$ cat src/rtl/unified_memory_arbiter_if.sv
// Bundle of the fetch port (I*), data port (D*) and unified memory port (Mem*).
//   slave  : arbiter view (requests and MemReadData in; responses and Mem* strobes out)
//   master : environment view (core requesters plus memory model)
// Optional macro ARB_PERF_CNT_EN adds IStallCycles/DStallCycles.
interface unified_memory_arbiter_if;
    localparam int unsigned AW = 32;
    localparam int unsigned DW = 32;
    localparam int unsigned BW = 4;

    logic          IReq;
    logic [AW-1:0] IAdr;
    logic [DW-1:0] IRdata;
    logic          IValid;

    logic          DReq;
    logic          DWe;
    logic [AW-1:0] DAdr;
    logic [DW-1:0] DWdata;
    logic [BW-1:0] DByteEn;
    logic [DW-1:0] DRdata;
    logic          DValid;

    logic          MemEn;
    logic          MemWrite;
    logic [AW-1:0] MemAdr;
    logic [DW-1:0] MemWriteData;
    logic [BW-1:0] MemByteEn;
    logic [DW-1:0] MemReadData;

`ifdef ARB_PERF_CNT_EN
    logic [31:0]   IStallCycles;
    logic [31:0]   DStallCycles;

    modport slave (
        input  IReq, IAdr, DReq, DWe, DAdr, DWdata, DByteEn, MemReadData,
        output IRdata, IValid, DRdata, DValid,
        output MemEn, MemWrite, MemAdr, MemWriteData, MemByteEn,
        output IStallCycles, DStallCycles
    );

    modport master (
        output IReq, IAdr, DReq, DWe, DAdr, DWdata, DByteEn, MemReadData,
        input  IRdata, IValid, DRdata, DValid,
        input  MemEn, MemWrite, MemAdr, MemWriteData, MemByteEn,
        input  IStallCycles, DStallCycles
    );
`else
    modport slave (
        input  IReq, IAdr, DReq, DWe, DAdr, DWdata, DByteEn, MemReadData,
        output IRdata, IValid, DRdata, DValid,
        output MemEn, MemWrite, MemAdr, MemWriteData, MemByteEn
    );

    modport master (
        output IReq, IAdr, DReq, DWe, DAdr, DWdata, DByteEn, MemReadData,
        input  IRdata, IValid, DRdata, DValid,
        input  MemEn, MemWrite, MemAdr, MemWriteData, MemByteEn
    );
`endif
endinterface

$ cat src/rtl/unified_memory_arbiter.sv
// Shares one single-ported unified memory between instruction fetch (I) and
// data access (D). One transaction in flight, D has priority, and a starvation
// counter forces an I grant after STARVE_LIMIT consecutive D wins over a
// pending I. Each requester gets a one-cycle Valid pulse.
// Ports:
//   clk    rising-edge clock
//   reset  asynchronous active-low reset
//   bus    unified_memory_arbiter_if.slave (I*, D*, Mem* signals)
// Parameters: MEM_LATENCY (1-7), STARVE_LIMIT (1-15).
// Optional macro ARB_PERF_CNT_EN adds saturating IStallCycles/DStallCycles.
// IRdata/DRdata are gated combinational views of MemReadData because read
// data is only valid in the response cycle itself.
module unified_memory_arbiter #(
    parameter int unsigned MEM_LATENCY  = 1,
    parameter int unsigned STARVE_LIMIT = 2
) (
    input  logic                    clk,
    input  logic                    reset,
    unified_memory_arbiter_if.slave bus
);
    localparam int unsigned AW       = 32;
    localparam int unsigned DW       = 32;
    localparam int unsigned BW       = 4;
    localparam int unsigned CNT_W    = 3;
    localparam int unsigned STARVE_W = 4;
    localparam bit                  HAS_WAIT    = (MEM_LATENCY > 1);
    localparam logic [CNT_W-1:0]    WAIT_CYCLES = CNT_W'(MEM_LATENCY - 1);
    localparam logic [STARVE_W-1:0] STARVE_MAX  = STARVE_W'(STARVE_LIMIT);

    typedef enum logic [1:0] {
        IDLE  = 2'd0,
        ISSUE = 2'd1,
        WAIT  = 2'd2,
        RESP  = 2'd3
    } state_e;

    typedef enum logic {
        OWN_I = 1'b0,
        OWN_D = 1'b1
    } owner_e;

    state_e              state_q,     state_d;
    owner_e              owner_q,     owner_d;
    logic                we_q,        we_d;
    logic [CNT_W-1:0]    cnt_q,       cnt_d;
    logic [STARVE_W-1:0] starve_q,    starve_d;
    logic                mem_en_q,    mem_en_d;
    logic                mem_write_q, mem_write_d;
    logic [AW-1:0]       mem_adr_q,   mem_adr_d;
    logic [DW-1:0]       mem_wdata_q, mem_wdata_d;
    logic [BW-1:0]       mem_be_q,    mem_be_d;
    logic                ivalid_q,    ivalid_d;
    logic                dvalid_q,    dvalid_d;

    // Next-state, arbitration and registered-output logic
    always_comb begin
        state_d     = state_q;
        owner_d     = owner_q;
        we_d        = we_q;
        cnt_d       = cnt_q;
        starve_d    = starve_q;
        mem_en_d    = 1'b0;
        mem_write_d = 1'b0;
        mem_adr_d   = '0;
        mem_wdata_d = '0;
        mem_be_d    = '0;
        ivalid_d    = 1'b0;
        dvalid_d    = 1'b0;

        case (state_q)
            IDLE: begin
                if (!bus.IReq) begin
                    starve_d = '0;
                end
                // D wins unless I is pending and has hit the starvation limit
                if (bus.DReq && (!bus.IReq || (starve_q != STARVE_MAX))) begin
                    owner_d     = OWN_D;
                    we_d        = bus.DWe;
                    mem_en_d    = 1'b1;
                    mem_write_d = bus.DWe;
                    mem_adr_d   = bus.DAdr;
                    mem_wdata_d = bus.DWe ? bus.DWdata  : '0;
                    mem_be_d    = bus.DWe ? bus.DByteEn : '0;
                    if (bus.IReq) begin
                        starve_d = starve_q + STARVE_W'(1);
                    end
                    state_d     = ISSUE;
                end else if (bus.IReq) begin
                    owner_d   = OWN_I;
                    we_d      = 1'b0;
                    mem_en_d  = 1'b1;
                    mem_adr_d = bus.IAdr & ~AW'(3);
                    starve_d  = '0;
                    state_d   = ISSUE;
                end
            end
            ISSUE: begin
                if (!we_q && HAS_WAIT) begin
                    cnt_d   = WAIT_CYCLES;
                    state_d = WAIT;
                end else begin
                    ivalid_d = (owner_q == OWN_I);
                    dvalid_d = (owner_q == OWN_D);
                    state_d  = RESP;
                end
            end
            WAIT: begin
                if (cnt_q <= CNT_W'(1)) begin
                    ivalid_d = (owner_q == OWN_I);
                    dvalid_d = (owner_q == OWN_D);
                    state_d  = RESP;
                end else begin
                    cnt_d = cnt_q - CNT_W'(1);
                end
            end
            RESP: begin
                state_d = IDLE;
            end
            default: begin
                state_d = IDLE;
            end
        endcase
    end

    // State and output registers
    always_ff @(posedge clk or negedge reset) begin
        if (!reset) begin
            state_q     <= IDLE;
            owner_q     <= OWN_D;
            we_q        <= 1'b0;
            cnt_q       <= '0;
            starve_q    <= '0;
            mem_en_q    <= 1'b0;
            mem_write_q <= 1'b0;
            mem_adr_q   <= '0;
            mem_wdata_q <= '0;
            mem_be_q    <= '0;
            ivalid_q    <= 1'b0;
            dvalid_q    <= 1'b0;
        end else begin
            state_q     <= state_d;
            owner_q     <= owner_d;
            we_q        <= we_d;
            cnt_q       <= cnt_d;
            starve_q    <= starve_d;
            mem_en_q    <= mem_en_d;
            mem_write_q <= mem_write_d;
            mem_adr_q   <= mem_adr_d;
            mem_wdata_q <= mem_wdata_d;
            mem_be_q    <= mem_be_d;
            ivalid_q    <= ivalid_d;
            dvalid_q    <= dvalid_d;
        end
    end

    assign bus.MemEn        = mem_en_q;
    assign bus.MemWrite     = mem_write_q;
    assign bus.MemAdr       = mem_adr_q;
    assign bus.MemWriteData = mem_wdata_q;
    assign bus.MemByteEn    = mem_be_q;
    assign bus.IValid       = ivalid_q;
    assign bus.DValid       = dvalid_q;
    assign bus.IRdata       = ivalid_q ? bus.MemReadData : '0;
    assign bus.DRdata       = (dvalid_q && !we_q) ? bus.MemReadData : '0;

`ifdef ARB_PERF_CNT_EN
    logic [31:0] istall_q, istall_d;
    logic [31:0] dstall_q, dstall_d;

    // Saturating counts of cycles spent requesting without a response
    always_comb begin
        istall_d = istall_q;
        dstall_d = dstall_q;
        if (bus.IReq && !ivalid_q && (istall_q != '1)) begin
            istall_d = istall_q + 32'd1;
        end
        if (bus.DReq && !dvalid_q && (dstall_q != '1)) begin
            dstall_d = dstall_q + 32'd1;
        end
    end

    always_ff @(posedge clk or negedge reset) begin
        if (!reset) begin
            istall_q <= '0;
            dstall_q <= '0;
        end else begin
            istall_q <= istall_d;
            dstall_q <= dstall_d;
        end
    end

    assign bus.IStallCycles = istall_q;
    assign bus.DStallCycles = dstall_q;
`endif
endmodule

$ cat src/flat_wrapper.sv
// flat-port wrapper written by rule: the top's interface ports become plain ports
module unified_memory_arbiter_flat 
#(
    parameter int unsigned MEM_LATENCY  = 1,
    parameter int unsigned STARVE_LIMIT = 2
)
  (clk, reset, bus_IReq, bus_IAdr, bus_DReq, bus_DWe, bus_DAdr, bus_DWdata, bus_DByteEn, bus_MemReadData, bus_IRdata, bus_IValid, bus_DRdata, bus_DValid, bus_MemEn, bus_MemWrite, bus_MemAdr, bus_MemWriteData, bus_MemByteEn);
  unified_memory_arbiter_if bus_i ();
  input  logic clk;
  input  logic reset;
  input wire logic [$bits(bus_i.IReq)-1:0] bus_IReq;
  input wire logic [$bits(bus_i.IAdr)-1:0] bus_IAdr;
  input wire logic [$bits(bus_i.DReq)-1:0] bus_DReq;
  input wire logic [$bits(bus_i.DWe)-1:0] bus_DWe;
  input wire logic [$bits(bus_i.DAdr)-1:0] bus_DAdr;
  input wire logic [$bits(bus_i.DWdata)-1:0] bus_DWdata;
  input wire logic [$bits(bus_i.DByteEn)-1:0] bus_DByteEn;
  input wire logic [$bits(bus_i.MemReadData)-1:0] bus_MemReadData;
  output wire logic [$bits(bus_i.IRdata)-1:0] bus_IRdata;
  output wire logic [$bits(bus_i.IValid)-1:0] bus_IValid;
  output wire logic [$bits(bus_i.DRdata)-1:0] bus_DRdata;
  output wire logic [$bits(bus_i.DValid)-1:0] bus_DValid;
  output wire logic [$bits(bus_i.MemEn)-1:0] bus_MemEn;
  output wire logic [$bits(bus_i.MemWrite)-1:0] bus_MemWrite;
  output wire logic [$bits(bus_i.MemAdr)-1:0] bus_MemAdr;
  output wire logic [$bits(bus_i.MemWriteData)-1:0] bus_MemWriteData;
  output wire logic [$bits(bus_i.MemByteEn)-1:0] bus_MemByteEn;
  assign bus_i.IReq = bus_IReq;
  assign bus_i.IAdr = bus_IAdr;
  assign bus_i.DReq = bus_DReq;
  assign bus_i.DWe = bus_DWe;
  assign bus_i.DAdr = bus_DAdr;
  assign bus_i.DWdata = bus_DWdata;
  assign bus_i.DByteEn = bus_DByteEn;
  assign bus_i.MemReadData = bus_MemReadData;
  assign bus_IRdata = bus_i.IRdata;
  assign bus_IValid = bus_i.IValid;
  assign bus_DRdata = bus_i.DRdata;
  assign bus_DValid = bus_i.DValid;
  assign bus_MemEn = bus_i.MemEn;
  assign bus_MemWrite = bus_i.MemWrite;
  assign bus_MemAdr = bus_i.MemAdr;
  assign bus_MemWriteData = bus_i.MemWriteData;
  assign bus_MemByteEn = bus_i.MemByteEn;
  unified_memory_arbiter #(.MEM_LATENCY(MEM_LATENCY), .STARVE_LIMIT(STARVE_LIMIT)) u_core (.clk(clk), .reset(reset), .bus(bus_i));
endmodule
$ cat config.mk
export PLATFORM = sky130hd
export DESIGN_NAME = unified_memory_arbiter_flat
export DESIGN_NICKNAME = d
export VERILOG_FILES = /design/src/rtl/unified_memory_arbiter_if.sv /design/src/rtl/unified_memory_arbiter.sv /design/src/flat_wrapper.sv
export SDC_FILE = /design/constraint.sdc
export NUM_CORES = 1
export LEC_CHECK = 0
export BUFFER_PORTS_ARGS = -buffer_cell sky130_fd_sc_hd__buf_4
export CORE_AREA = 2 2 105 107
export DETAILED_ROUTE_END_ITERATION = 10
export DIE_AREA = 0 0 107 109
export PLACE_DENSITY = 0.74
export SYNTH_ARGS = -nofsm -noshare
export SYNTH_HDL_FRONTEND = slang
export SYNTH_SLANG_ARGS = --single-unit
$ cat constraint.sdc
create_clock -name clk -period 4 [get_ports clk]
set_clock_uncertainty 0.05 [all_clocks]
set_input_delay 0.8 -clock clk [delete_from_list [all_inputs] [get_ports clk]]
set_output_delay 0.8 -clock clk [all_outputs]
set_load 0.05 [all_outputs]
# Word level (Yosys, flattened, before mapping)
# Index checks and enable logic that the tools add are counted.
# totals
regBits,83
input_bits,137
output_inout_bits,136
wordCells,62
# classes
add_sub_neg,2
n_lt_le_gt_ge,1
eq_ne,6
mux,29
bitwise_logic,2
n_reduce_logical,10
# op_table
op,n
two-way mux 32 bit,8
two-way mux 4 bit,5
two-way mux 1 bit,10
case mux 2 bit (4 select lines),1
two-way mux 2 bit,3
AND reduction 2 bit,3
adder 4 x 1 -> 4 bit (second input constant),1
equality test 2 bit (second input constant),2
!= test 4 x 2 -> 1 bit (second input constant),1
case mux 1 bit (2 select lines),2
<= comparator 3 x 1 -> 1 bit (second input constant),1
!= test 3 x 2 -> 1 bit (second input constant),1
subtractor 3 x 1 -> 3 bit (second input constant),1
equality test 2 x 1 -> 1 bit (second input constant),1
logical AND 1 bit,2
logical NOT 1 bit,2
logical NOT 2 bit,1
!= test 2 x 1 -> 1 bit (second input constant),1
inverter 1 bit,2
nonzero test 2 bit,1
logical OR 1 bit,1

# Longest topological paths before layout
# Gate-level depths: netlist (run 1).
# logic_depth
word_depth,5
mapped_depth,7
depth_no_buf,5

# Worst setup path before layout (run 1)
# No wires, ideal clock.
# synth_path
kind,reg2out
start,register u_core.dvalid_q (netlist: u_core.bus.DValid)
end,output bus_DRdata[10]
arrival_time_ns,1.551
required_ns,3.150
slack_ns,1.599
path_stages_with_launch,4
path_buffers,1
path_cell_list,dfrtp_1 -> nor2b_1 -> clkbuf_1 -> and2_1
# synth_via
elab_chain_len,2
# synth_lines
element,line_no,rtl
from (decl),unified_memory_arbiter.sv:53,"logic dvalid_q, dvalid_d;"
from (signal assigned),unified_memory_arbiter.sv:152,dvalid_q <= dvalid_d;
logical AND 1 bit,unified_memory_arbiter.sv:164,assign bus.DRdata = (dvalid_q && !we_q) ? bus.MemReadData : '0;
two-way mux 32 bit,unified_memory_arbiter.sv:164,
to (decl),flat_wrapper.sv:21,output wire logic [$bits(bus_i.DRdata)-1:0] bus_DRdata;
# Every way passes these cells.

# Worst setup path in the final report (run 1)
# layout_path
start,register u_core.ivalid_q (netlist: u_core.bus.IValid)
end,output bus_IRdata[13]
# layout_via
elab_chain_len,1
# layout_lines
element,line_no,rtl
from (decl),unified_memory_arbiter.sv:52,"logic ivalid_q, ivalid_d;"
from (signal assigned),unified_memory_arbiter.sv:151,ivalid_q <= ivalid_d;
two-way mux 32 bit,unified_memory_arbiter.sv:163,assign bus.IRdata = ivalid_q ? bus.MemReadData : '0;
to (decl),flat_wrapper.sv:19,output wire logic [$bits(bus_i.IRdata)-1:0] bus_IRdata;
# Every way passes these cells.

==> results of run 1 <==
-- worst reg2reg max path, stage by stage (launching register included) --
cell	delay, ps
dfrtp_1	410
inv_1	110
ha_1	370
o211a_2	740
buf_4	430
a22o_1	220
-- sequential cells by signal, indices dropped and copies added (netlist names) --
name and flops:
u_core.we_q 1, u_core.bus.IValid 1, u_core.bus.MemByteEn 4, u_core.bus.DValid 1, u_core.state_q 2, u_core.cnt_q 3, u_core.bus.MemAdr 32, u_core.bus.MemWrite 1
u_core.bus.MemWriteData 32, u_core.bus.MemEn 1, u_core.owner_q 1, u_core.starve_q 4
-- area by class of cell --
type / instances / area [sq um]
clock buffers: 11 / 131
inverters: 9 / 33.8
repair buffers: 273 / 2050
clock inverters: 4 / 51.3
multi-input cells: 177 / 1260
fillers: 901 / 4820
flip-flops and latches: 83 / 2080
well taps: 140 / 175
-- per-stage QoR --
stage / hold slack [ps] / setup slack (ps) / instances
finish: 450 / 1580 / 697
global placement: 429 / 1640 / 682
detailed placement: 436 / 1620 / 682
global route: 469 / 1400 / 697
CTS: 447 / 1530 / 697
floorplan: 413 / 1600 / 291
-- power by group --
part | internal (mW) | switching (mW)
Clock | 0.287 | 0.283
Sequential | 0.954 | 0.0776
Combinational | 0.512 | 1.04
Total | 1.75 | 1.40
-- cell usage after synthesis, types with 2 or more instances --
master,count
dfrtp_1,82
and2_1,68
and3_1,37
a22o_1,30
clkbuf_1,14
inv_1,9
ha_1,8
buf_2,4
buf_6,4
nand2_1,4
mux2i_1,3
o21ai_0,3
o2bb2ai_1,3
a21o_1,2
nand2b_1,2
nor2_1,2
nor2b_1,2
-- final timing paths --
| check | to | start | slack [ps] | cells past startpoint |
|---|---|---|---|---|
| min in group asynchronous | u_core.bus.MemAdr[28] | reset | 580 | 1 |
| worst max register to register | u_core.bus.MemAdr[9] | u_core.state_q[0] | 1610 | 5 |
| worst min register to register | u_core.bus.DValid | u_core.owner_q | 450 | 2 |
| max in group asynchronous | u_core.bus.MemWrite | reset | 2650 | 1 |
| worst max-delay path | bus_IRdata[13] | u_core.bus.IValid | 1580 | 2 |
| worst min-delay path | u_core.bus.DValid | u_core.owner_q | 450 | 2 |
-- per-layer routing --
layer,global-route usage,share of wire,vias to the layer above
met5,0,0,-
met4,0.0714,0.015,0
li1,-,-,1503
met1,0.166,0.35,1480
met3,0.0341,0.078,11
met2,0.327,0.56,170
-- cells by family (layout without fill, tap and decap cells) --
family / count (synthesis) / after routing / share of synthesized area
mux: 4 / 4 / 0.0118
flops: 83 / 83 / 0.596
simple gates: 119 / 119 / 0.210
xor+xnor: 1 / 1 / 0.00251
compound gates: 45 / 45 / 0.107
fa+ha+maj: 8 / 8 / 0.0287
buf+inv: 31 / 297 / 0.0434
==> metrics.md, run 1 <==
| Metric | Value |
|---|---|
| Status | finished, final reports clean |
| Antenna-violating nets left | 0 |
| Final period util | 0.606 |
| CTS resizes | 0 |
| Prevailing post-synth register cell | dfrtp_1 |
| Crit-path cells | and2_1 > buf_4 |
| DR vias | 3164 |
| F_max | 0.413 GHz |
| Post-synthesis sequential area ratio | 0.596 |
| Final Critical Period | 2420 ps |
| Total power | 3.15 mW |
| Final Instance Area | 5780 sq um |
| Kind of start point of the critical path | flip-flop |
| Post-DP HPWL | 8.18 mm |
| Drt drc | 0 |
| Critical path arrival | 1570 ps |
| Initial DRT Pass Iterations | 4 |
| Crit-path max FO | 33 |
| H-tree depth | 3 |
| Area of the mapped netlist | 3480 sq um |
| Largest net degree at the start of global routing | 84 |
| Buf/Inv on CP | 1 |
| Post-Synthesis Net Count | 436 |
| Pleak | 3.32 nW |
| DRT Wirelength | 10.3 mm |
| IO Port Bufs | 270 |
| Rel. slew slack | 0.312 |
| Required time worst endpoint | 3150 ps |
| Family with the most delay on the worst path | flip-flops |
| CTS Buffer Depth | 2 |
| Number of flops mapped to enable cells by yosys | 0 |
| Synthesized flop and latch total | 83 |
| Asr flop ratio synth | 1.00 |
| Clk root buf | clkbuf_8 |
| Std cell rows | 38 |
| Area grow syn2layout | 65.8% |
| CTS Buf Count | 9 |
| Vias in the first global route | 3145 |
| Yosys warns | 0 |
| Post-synth top area cell | dfrtp_1 |
| Crit-path max cell delay | 790 ps |
| CP Class | flip-flop to output port |
| Slew Limit Fails | 0 |
| Initial Utilization | 0.329 |
| Clock-pin slew on the worst setup and hold paths | 80 ps |
| Syn avg cell area | 12.0 sq um |
| GP Congestion | 0.786 |
| Gate Count Post-Synth | 291 |
| Final Hold Fails | 0 |
| Final core occ | 0.545 |
| Max cap viols | 0 |
| Placed cell areas | 5600 sq um |
| Area share of the largest cell type after synthesis | 0.589 |
| Worst vdd ir | 0.284 mV |
| Worst Setup End Kind | output port |
| Commonest non-fill, non-tap cells in the layout | buf_4 (273), dfrtp_1 (82), and2_1 (68) |
| Initial DRC count | 202 |
| Hold-fix buffers at CTS | 0 |
| Overall die height | 109 microns |
| CTS tree | done |
| Initial antenna violation count | 0 |
| Distinct cells, synth | 31 |
| Diode count | 0 |
| Total setup buffers inserted after CTS | 0 |
| DR vias/cell | 4.54 |
| Die ar. | 11700 sq um |
| Most area-consuming cells after synthesis | dfrtp_1 (59%), and2_1 (12%), a22o_1 (7.5%) |
| Wire per inst | 14.8 microns |
| Overflow after GRT | 0 |
| Slew @ Worst Pin | 1030 ps |
| GRT Overall Usage | 0.165 |
| Worst-skew pair later-pin latency | 340 ps |
| Power Density | 545 nW/um^2 |
| RSZ-0062 raised after global routing | no |
| DIE WIDTH | 107 microns |
| Clk sinks | 83 |
| Setup TNS | 0 ps |
| Nets@finish | 698 |
| Most common cell after layout, fill and taps aside | buf_4 |
| HP Class | flip-flop to flip-flop |
| Core Box Area | 10600 sq um |
| Endpoints failing setup | 0 |
| First-pass GRT wire length | 14.9 mm |
| Layout cells sized above 1 | 0.522 |
| Critical path's slowest cell | dfrtp_1 |
| Num ports | 273 |
(Power assumes the default switching activity.)
==> inputs of run 2 (changes only) <==
- ABC_AREA: unset -> 1
- CORE_AREA: 2 2 105 107 -> unset
- CORE_MARGIN: unset -> 2
- CORE_UTILIZATION: unset -> 37
- DIE_AREA: 0 0 107 109 -> unset
- PLACE_DENSITY: 0.74 -> 0.82
- clock period: 4 -> 2 ns (I/O delays scaled with it)
==> metrics.md, run 2 <==
| Metric | Value |
|---|---|
| Distinct cells, synth | 20 (was 31) |
| DIE WIDTH | 106 microns (was 107 microns) |
| Drt drc | 0 (unchanged) |
| Post-synthesis sequential area ratio | 0.542 (was 0.596) |
| CTS tree | done (unchanged) |
| Yosys warns | 0 (unchanged) |
| DR vias/cell | 4.48 (was 4.54) |
| Asr flop ratio synth | 1.00 (unchanged) |
| Core Box Area | 10200 sq um (was 10600 sq um) |
| Die ar. | 11200 sq um (was 11700 sq um) |
| Hold-fix buffers at CTS | 1 (was 0) |
| Power Density | 997 nW/um^2 (was 545 nW/um^2) |
| Nets@finish | 893 (was 698) |
| Count leader, synth | inv_1 (was dfrtp_1) |
| Post-DP HPWL | 10.0 mm (was 8.18 mm) |
| H-tree depth | 3 (unchanged) |
| Critical path's slowest cell | dfrtp_1 (unchanged) |
| Vias in the first global route | 3927 (was 3145) |
| Most area-consuming cells after synthesis | dfrtp_1 (53%), inv_1 (12%), nand2_1 (8.0%) (was dfrtp_1 (59%), and2_1 (12%), a22o_1 (7.5%)) |
| Family with the most delay on the worst path | buffers and inverters (was flip-flops) |
| Post-synth top area cell | dfrtp_1 (unchanged) |
| Post-Synthesis Net Count | 623 (was 436) |
| Pleak | 4.04 nW (was 3.32 nW) |
| Diode count | 0 (unchanged) |
| Total setup buffers inserted after CTS | 0 (unchanged) |
| Synthesized flop and latch total | 83 (unchanged) |
| Area share of the largest cell type after synthesis | 0.535 (was 0.589) |
| Slew Limit Fails | 0 (unchanged) |
| Kind of start point of the critical path | flip-flop (unchanged) |
| RSZ-0062 raised after global routing | no (unchanged) |
| Area of the mapped netlist | 3840 sq um (was 3480 sq um) |
| Most common cell after layout, fill and taps aside | buf_4 (unchanged) |
| Final period util | 0.937 |
| Worst Setup End Kind | output port (unchanged) |
| Area grow syn2layout | 63.1% (was 65.8%) |
| Worst-skew pair later-pin latency | 350 ps (was 340 ps) |
| Overflow after GRT | 0 (unchanged) |
| DR vias | 3985 (was 3164) |
| Placed cell areas | 6020 sq um (was 5600 sq um) |
| Overall die height | 106 microns (was 109 microns) |
| Initial DRT Pass Iterations | 4 (unchanged) |
| Gate Count Post-Synth | 478 (was 291) |
| Syn avg cell area | 8.03 sq um (was 12.0 sq um) |
| Commonest non-fill, non-tap cells in the layout | buf_4 (285), inv_1 (118), nand2_1 (82), dfrtp_1 (82), nor2_1 (72) (was buf_4 (273), dfrtp_1 (82), and2_1 (68)) |
| Prevailing post-synth register cell | dfrtp_1 (unchanged) |
| Layout cells sized above 1 | 0.402 (was 0.522) |
| Wire per inst | 14.2 microns (was 14.8 microns) |
| Final cell count without fillers | 889 (was 697) |
| CTS Buf Count | 9 (unchanged) |
| Clk sinks | 83 (unchanged) |
| Final Instance Area | 6260 sq um (was 5780 sq um) |
| GP Congestion | 0.927 (was 0.786) |
| Num ports | 273 (unchanged) |
| Crit-path cells | inv_1 > nand2_1 > buf_4 > nor2_1 > buf_4 (was and2_1 > buf_4) |
| Rel. slew slack | 0.637 (was 0.312) |
| Largest net degree at the start of global routing | 45 (was 84) |
| Buf/Inv on CP | 3 (was 1) |
| GRT Overall Usage | 0.223 (was 0.165) |
| Required time worst endpoint | 1550 ps (was 3150 ps) |
| Initial Utilization | 0.377 (was 0.329) |
| CTS resizes | 0 (unchanged) |
| DRT Wirelength | 12.6 mm (was 10.3 mm) |
| HP Class | primary input to flip-flop (was flip-flop to flip-flop) |
| IO Port Bufs | 270 (unchanged) |
| Setup TNS | 0 ps (unchanged) |
| Initial antenna violation count | 0 (unchanged) |
| Max cap viols | 0 (unchanged) |
| F_max | 0.534 GHz |
| Antenna-violating nets left | 0 (unchanged) |
| Clk root buf | clkbuf_8 (unchanged) |
| CTS Buffer Depth | 2 (unchanged) |
| Status | finished, final reports clean (unchanged) |
| Crit-path max cell delay | 360 ps (was 790 ps) |
| Final Critical Period | 1870 ps |
| Number of flops mapped to enable cells by yosys | 0 (unchanged) |
| Placed Cells | 872 (was 682) |
| Endpoints failing setup | 0 (unchanged) |
| Final Hold Fails | 0 (unchanged) |
| Clock-pin slew on the worst setup and hold paths | 100 ps (was 80 ps) |
| Initial DRC count | 251 (was 202) |
| Synth cell count leaders | inv_1 (118), dfrtp_1 (82), nand2_1 (82) (was dfrtp_1 (82), and2_1 (68), and3_1 (37)) |
| CP Class | flip-flop to output port (unchanged) |
| First-pass GRT wire length | 19.5 mm (was 14.9 mm) |
| Slew @ Worst Pin | 544 ps (was 1030 ps) |
| Crit-path max FO | 32 (was 33) |
| Std cell rows | 37 (was 38) |
| Worst vdd ir | 0.504 mV (was 0.284 mV) |
| Critical path arrival | 1420 ps (was 1570 ps) |
| Crit path top cell by count | buf_4 |
| Total power | 6.24 mW (was 3.15 mW) |
==> run 2: cell type report <==
type / count / area (sq um)
inverters: 118 / 443
repair buffers: 286 / 2150
clock buffers: 9 / 124
well taps: 136 / 170
fillers: 880 / 3930
flip-flops and latches: 83 / 2080
clock inverters: 7 / 106
multi-input cells: 250 / 1180
==> run 2: kinds of logic (layout without fill, tap and decap cells) <==
family                     count (synthesis)  count (layout)  synth area share
AOI/OAI and AO/OA                         12              12            0.0163
xor gates and xnor gates                   3               3           0.00685
adders and majority gates                  8               8            0.0261
buffers and inverters                    145             420             0.149
DFF                                       83              83             0.542
and+or+nand+nor                          227             227             0.260
==> run 2: metal layers <==
layer / up-vias / wire [microns] / share of wire / track usage
li1: 1965 / - / - / -
met1: 1819 / 4460 / 0.35 / 0.239
met2: 178 / 6790 / 0.54 / 0.414
met3: 23 / 1070 / 0.085 / 0.0656
met4: 0 / 270 / 0.021 / 0.0808
met5: - / 0 / 0 / 0
==> run 2: power breakdown <==
| group | total [mW] | internal, mW | leakage, nW | switching (mW) |
|---|---|---|---|---|
| Combinational | 2.82 | 0.857 | 2.79 | 1.97 |
| Sequential | 2.03 | 1.92 | 1.13 | 0.110 |
| Clock | 1.39 | 0.727 | 0.117 | 0.658 |
| Total | 6.24 | 3.50 | 4.04 | 2.74 |
==> run 2: tightest hold or removal path, delay by kind of cell <==
| family | cells | cell delay, ps |
|---|---|---|
| buf+inv | 2 | 150 |
| simple gates | 1 | 30 |
==> run 2: final timing paths <==
check                              startpoint                     endpoint  slack [ps]  cells past startpoint
min in group asynchronous               reset  u_core.bus.MemWriteData[13]         530                      2
min                            bus_DWdata[20]  u_core.bus.MemWriteData[20]         190                      3
min reg2reg                       u_core.we_q                  u_core.we_q         490                      2
max in group asynchronous               reset               u_core.owner_q         730                      3
max reg2reg                u_core.starve_q[0]        u_core.bus.MemAdr[27]         310                      8
max                               u_core.we_q                bus_DRdata[4]         130                      5
==> run 2: metrics by stage <==
| stage | hold WS, ps | utilization | worst slack, ps |
|---|---|---|---|
| 5_1_grt | 180 | 0.614 | 28.1 |
| 3_3_place_gp | 369 | 0.591 | 411 |
| 4_1_cts | 175 | 0.614 | 119 |
| 3_5_place_dp | 378 | 0.591 | 337 |
| 2_1_floorplan | 54.4 | - | -127 |
| 6_report | 190 | 0.614 | 127 |
==> inputs of run 3 (changes only) <==
- BUFFER_PORTS_ARGS: -buffer_cell sky130_fd_sc_hd__buf_4 -> unset
- CELL_PAD_IN_SITES_DETAIL_PLACEMENT: unset -> 0
- CELL_PAD_IN_SITES_GLOBAL_PLACEMENT: unset -> 1
- CORE_AREA: unset -> 2 2 107 109
- CORE_MARGIN: 2 -> unset
- CORE_UTILIZATION: 37 -> unset
- DIE_AREA: unset -> 0 0 109 111
- DONT_BUFFER_PORTS: unset -> 1
- PLACE_DENSITY: 0.82 -> 0.75
==> metrics.md, run 3 (synthesized netlist as in run 2, its figures left out) <==
| Metric | Value |
|---|---|
| Initial antenna violation count | 0 (unchanged) |
| Final Critical Period | 1850 ps (was 1870 ps) |
| Most common cell after layout, fill and taps aside | inv_1 (was buf_4) |
| Kind of start point of the critical path | flip-flop (unchanged) |
| Status | finished, violations left (was finished, final reports clean) |
| Rel. slew slack | 0.653 (was 0.637) |
| Clk root buf | clkbuf_16 (was clkbuf_8) |
| Clk sinks | 83 (unchanged) |
| Required time worst endpoint | 1550 ps (about the same) |
| Overall die height | 111 microns (was 106 microns) |
| Initial Utilization | 0.346 (was 0.377) |
| Endpoints failing setup | 0 (unchanged) |
| HP Class | primary input to async pin (was primary input to flip-flop) |
| Register-to-Register Path Depth | 7 (was 8) |
| DR vias | 3199 (was 3985) |
| Core Box Area | 11100 sq um (was 10200 sq um) |
| Antenna-violating nets left | 0 (unchanged) |
| Initial DRT Pass Iterations | 4 (unchanged) |
| Total setup buffers inserted after CTS | 0 (unchanged) |
| Crit path top cell by count | buf_4 (unchanged) |
| Drt drc | 0 (unchanged) |
| Overflow after GRT | 0 (unchanged) |
| Failing checks | hold timing |
| CTS tree | done (unchanged) |
| GRT Overall Usage | 0.172 (was 0.223) |
| CP Class | flip-flop to output port (unchanged) |
| Post-Place Worst Slack | 346 ps (was 337 ps) |
| Nets@finish | 681 (was 893) |
| Worst setup margin | 152 ps (was 127 ps) |
| Worst path depth | 5 (unchanged) |
| Post-DP HPWL | 8.33 mm (was 10.0 mm) |
| Power Density | 1210 nW/um^2 (was 997 nW/um^2) |
| Hold Slack | -288 ps (was 190 ps) |
| Diode count | 0 (unchanged) |
| Final period util | 0.924 (was 0.937) |
| Final Hold Fails | 83 (was 0) |
| Crit-path max FO | 32 (unchanged) |
| CTS resizes | 0 (unchanged) |
| GP Congestion | 0.732 (was 0.927) |
| Crit-path cells | inv_1 > nand2_1 > buf_4 > nor2_1 > buf_4 (unchanged) |
| First-pass GRT wire length | 15.8 mm (was 19.5 mm) |
| Std cell rows | 39 (was 37) |
| Final Instance Area | 5180 sq um (was 6260 sq um) |
| Initial DRC count | 186 (was 251) |
| Buf/Inv on CP | 3 (unchanged) |
| Crit-path max cell delay | 360 ps (about the same) |
| IO Port Bufs | 0 (was 270) |
| Critical path arrival | 1400 ps (was 1420 ps) |
| CTS Buf Count | 9 (unchanged) |
| Slew Limit Fails | 0 (unchanged) |
| Die ar. | 12100 sq um (was 11200 sq um) |
| Total power | 6.28 mW (was 6.24 mW) |
| Final core occ | 0.468 (was 0.614) |
| Max cap viols | 0 (unchanged) |
| Layout cells sized above 1 | 0.168 (was 0.402) |
| Placed cell areas | 4870 sq um (was 6020 sq um) |
| Area grow syn2layout | 35.2% (was 63.1%) |
| Commonest non-fill, non-tap cells in the layout | inv_1 (118), nand2_1 (82), dfrtp_1 (82) (was buf_4 (285), inv_1 (118), nand2_1 (82), dfrtp_1 (82), nor2_1 (72)) |
| DIE WIDTH | 109 microns (was 106 microns) |
| Worst-skew pair later-pin latency | 330 ps (was 350 ps) |
| Family with the most delay on the worst path | buffers and inverters (unchanged) |
| DR vias/cell | 4.68 (was 4.48) |
| Wire per inst | 15.5 microns (was 14.2 microns) |
| Slew @ Worst Pin | 521 ps (was 544 ps) |
| DRT Wirelength | 10.6 mm (was 12.6 mm) |
| Worst Setup End Kind | output port (unchanged) |
| Vias in the first global route | 3152 (was 3927) |
| CTS Buffer Depth | 2 (unchanged) |
| Clock-pin slew on the worst setup and hold paths | 60 ps (was 100 ps) |
| F_max | 0.541 GHz (was 0.534 GHz) |
| H-tree depth | 3 (unchanged) |
| Largest net degree at the start of global routing | 84 (was 45) |
| Critical path's slowest cell | dfrtp_1 (unchanged) |
| Pleak | 3.12 nW (was 4.04 nW) |
| RSZ-0062 raised after global routing | no (unchanged) |
| Num ports | 273 (unchanged) |
| Worst vdd ir | 0.588 mV (was 0.504 mV) |
run 3: cell types whose count changed in the layout (fill, tap and decap cells not counted), moves of 3 or more:
cell       delta
buf_12       +34
buf_4       -245
clkbuf_16     +9
clkbuf_8      -9
inv_6         -3
run 3: worst paths after layout:
check | startpoint | to | slack (ps)
worst max-delay path | u_core.we_q | bus_DRdata[19] | 150
worst min-delay path | reset | u_core.bus.MemWriteData[7] | -290
worst max register to register | u_core.starve_q[0] | u_core.bus.MemAdr[8] | 350
worst min register to register | u_core.cnt_q[1] | u_core.cnt_q[1] | 460
max in group asynchronous | reset | u_core.owner_q | 2000
min in group clk | bus_DWdata[17] | u_core.bus.MemWriteData[17] | 120
run 3: stage by stage:
step           cells  setup TNS (ps)
3_5_place_dp     668               0
6_report         684               0
4_1_cts          684               0
5_1_grt          684               0
3_3_place_gp     668               0
2_1_floorplan    478           -3820
run 3: area by class of cell:
class	count	area (sq um)
Fill cell	1040	5890
Sequential cell	83	2080
Clock inverter	6	90.1
Timing Repair Buffer	74	981
Inverter	118	443
Tap cell	143	179
Clock buffer	10	229
Multi-Input combinational cell	250	1180
run 3: where the power goes:
group / total, mW / switching (mW) / internal, mW / leakage, nW
sequential: 2.63 / 0.719 / 1.91 / 1.13
combinational: 1.91 / 1.26 / 0.659 / 1.83
clock: 1.74 / 0.641 / 1.09 / 0.153
run 3: routing by layer:
metal / up-vias / share of wire / global-route usage
met3: 15 / 0.13 / 0.0870
met1: 1442 / 0.33 / 0.160
met5: - / 0 / 0
met4: 0 / 0.019 / 0.0521
li1: 1539 / - / -
met2: 203 / 0.52 / 0.320
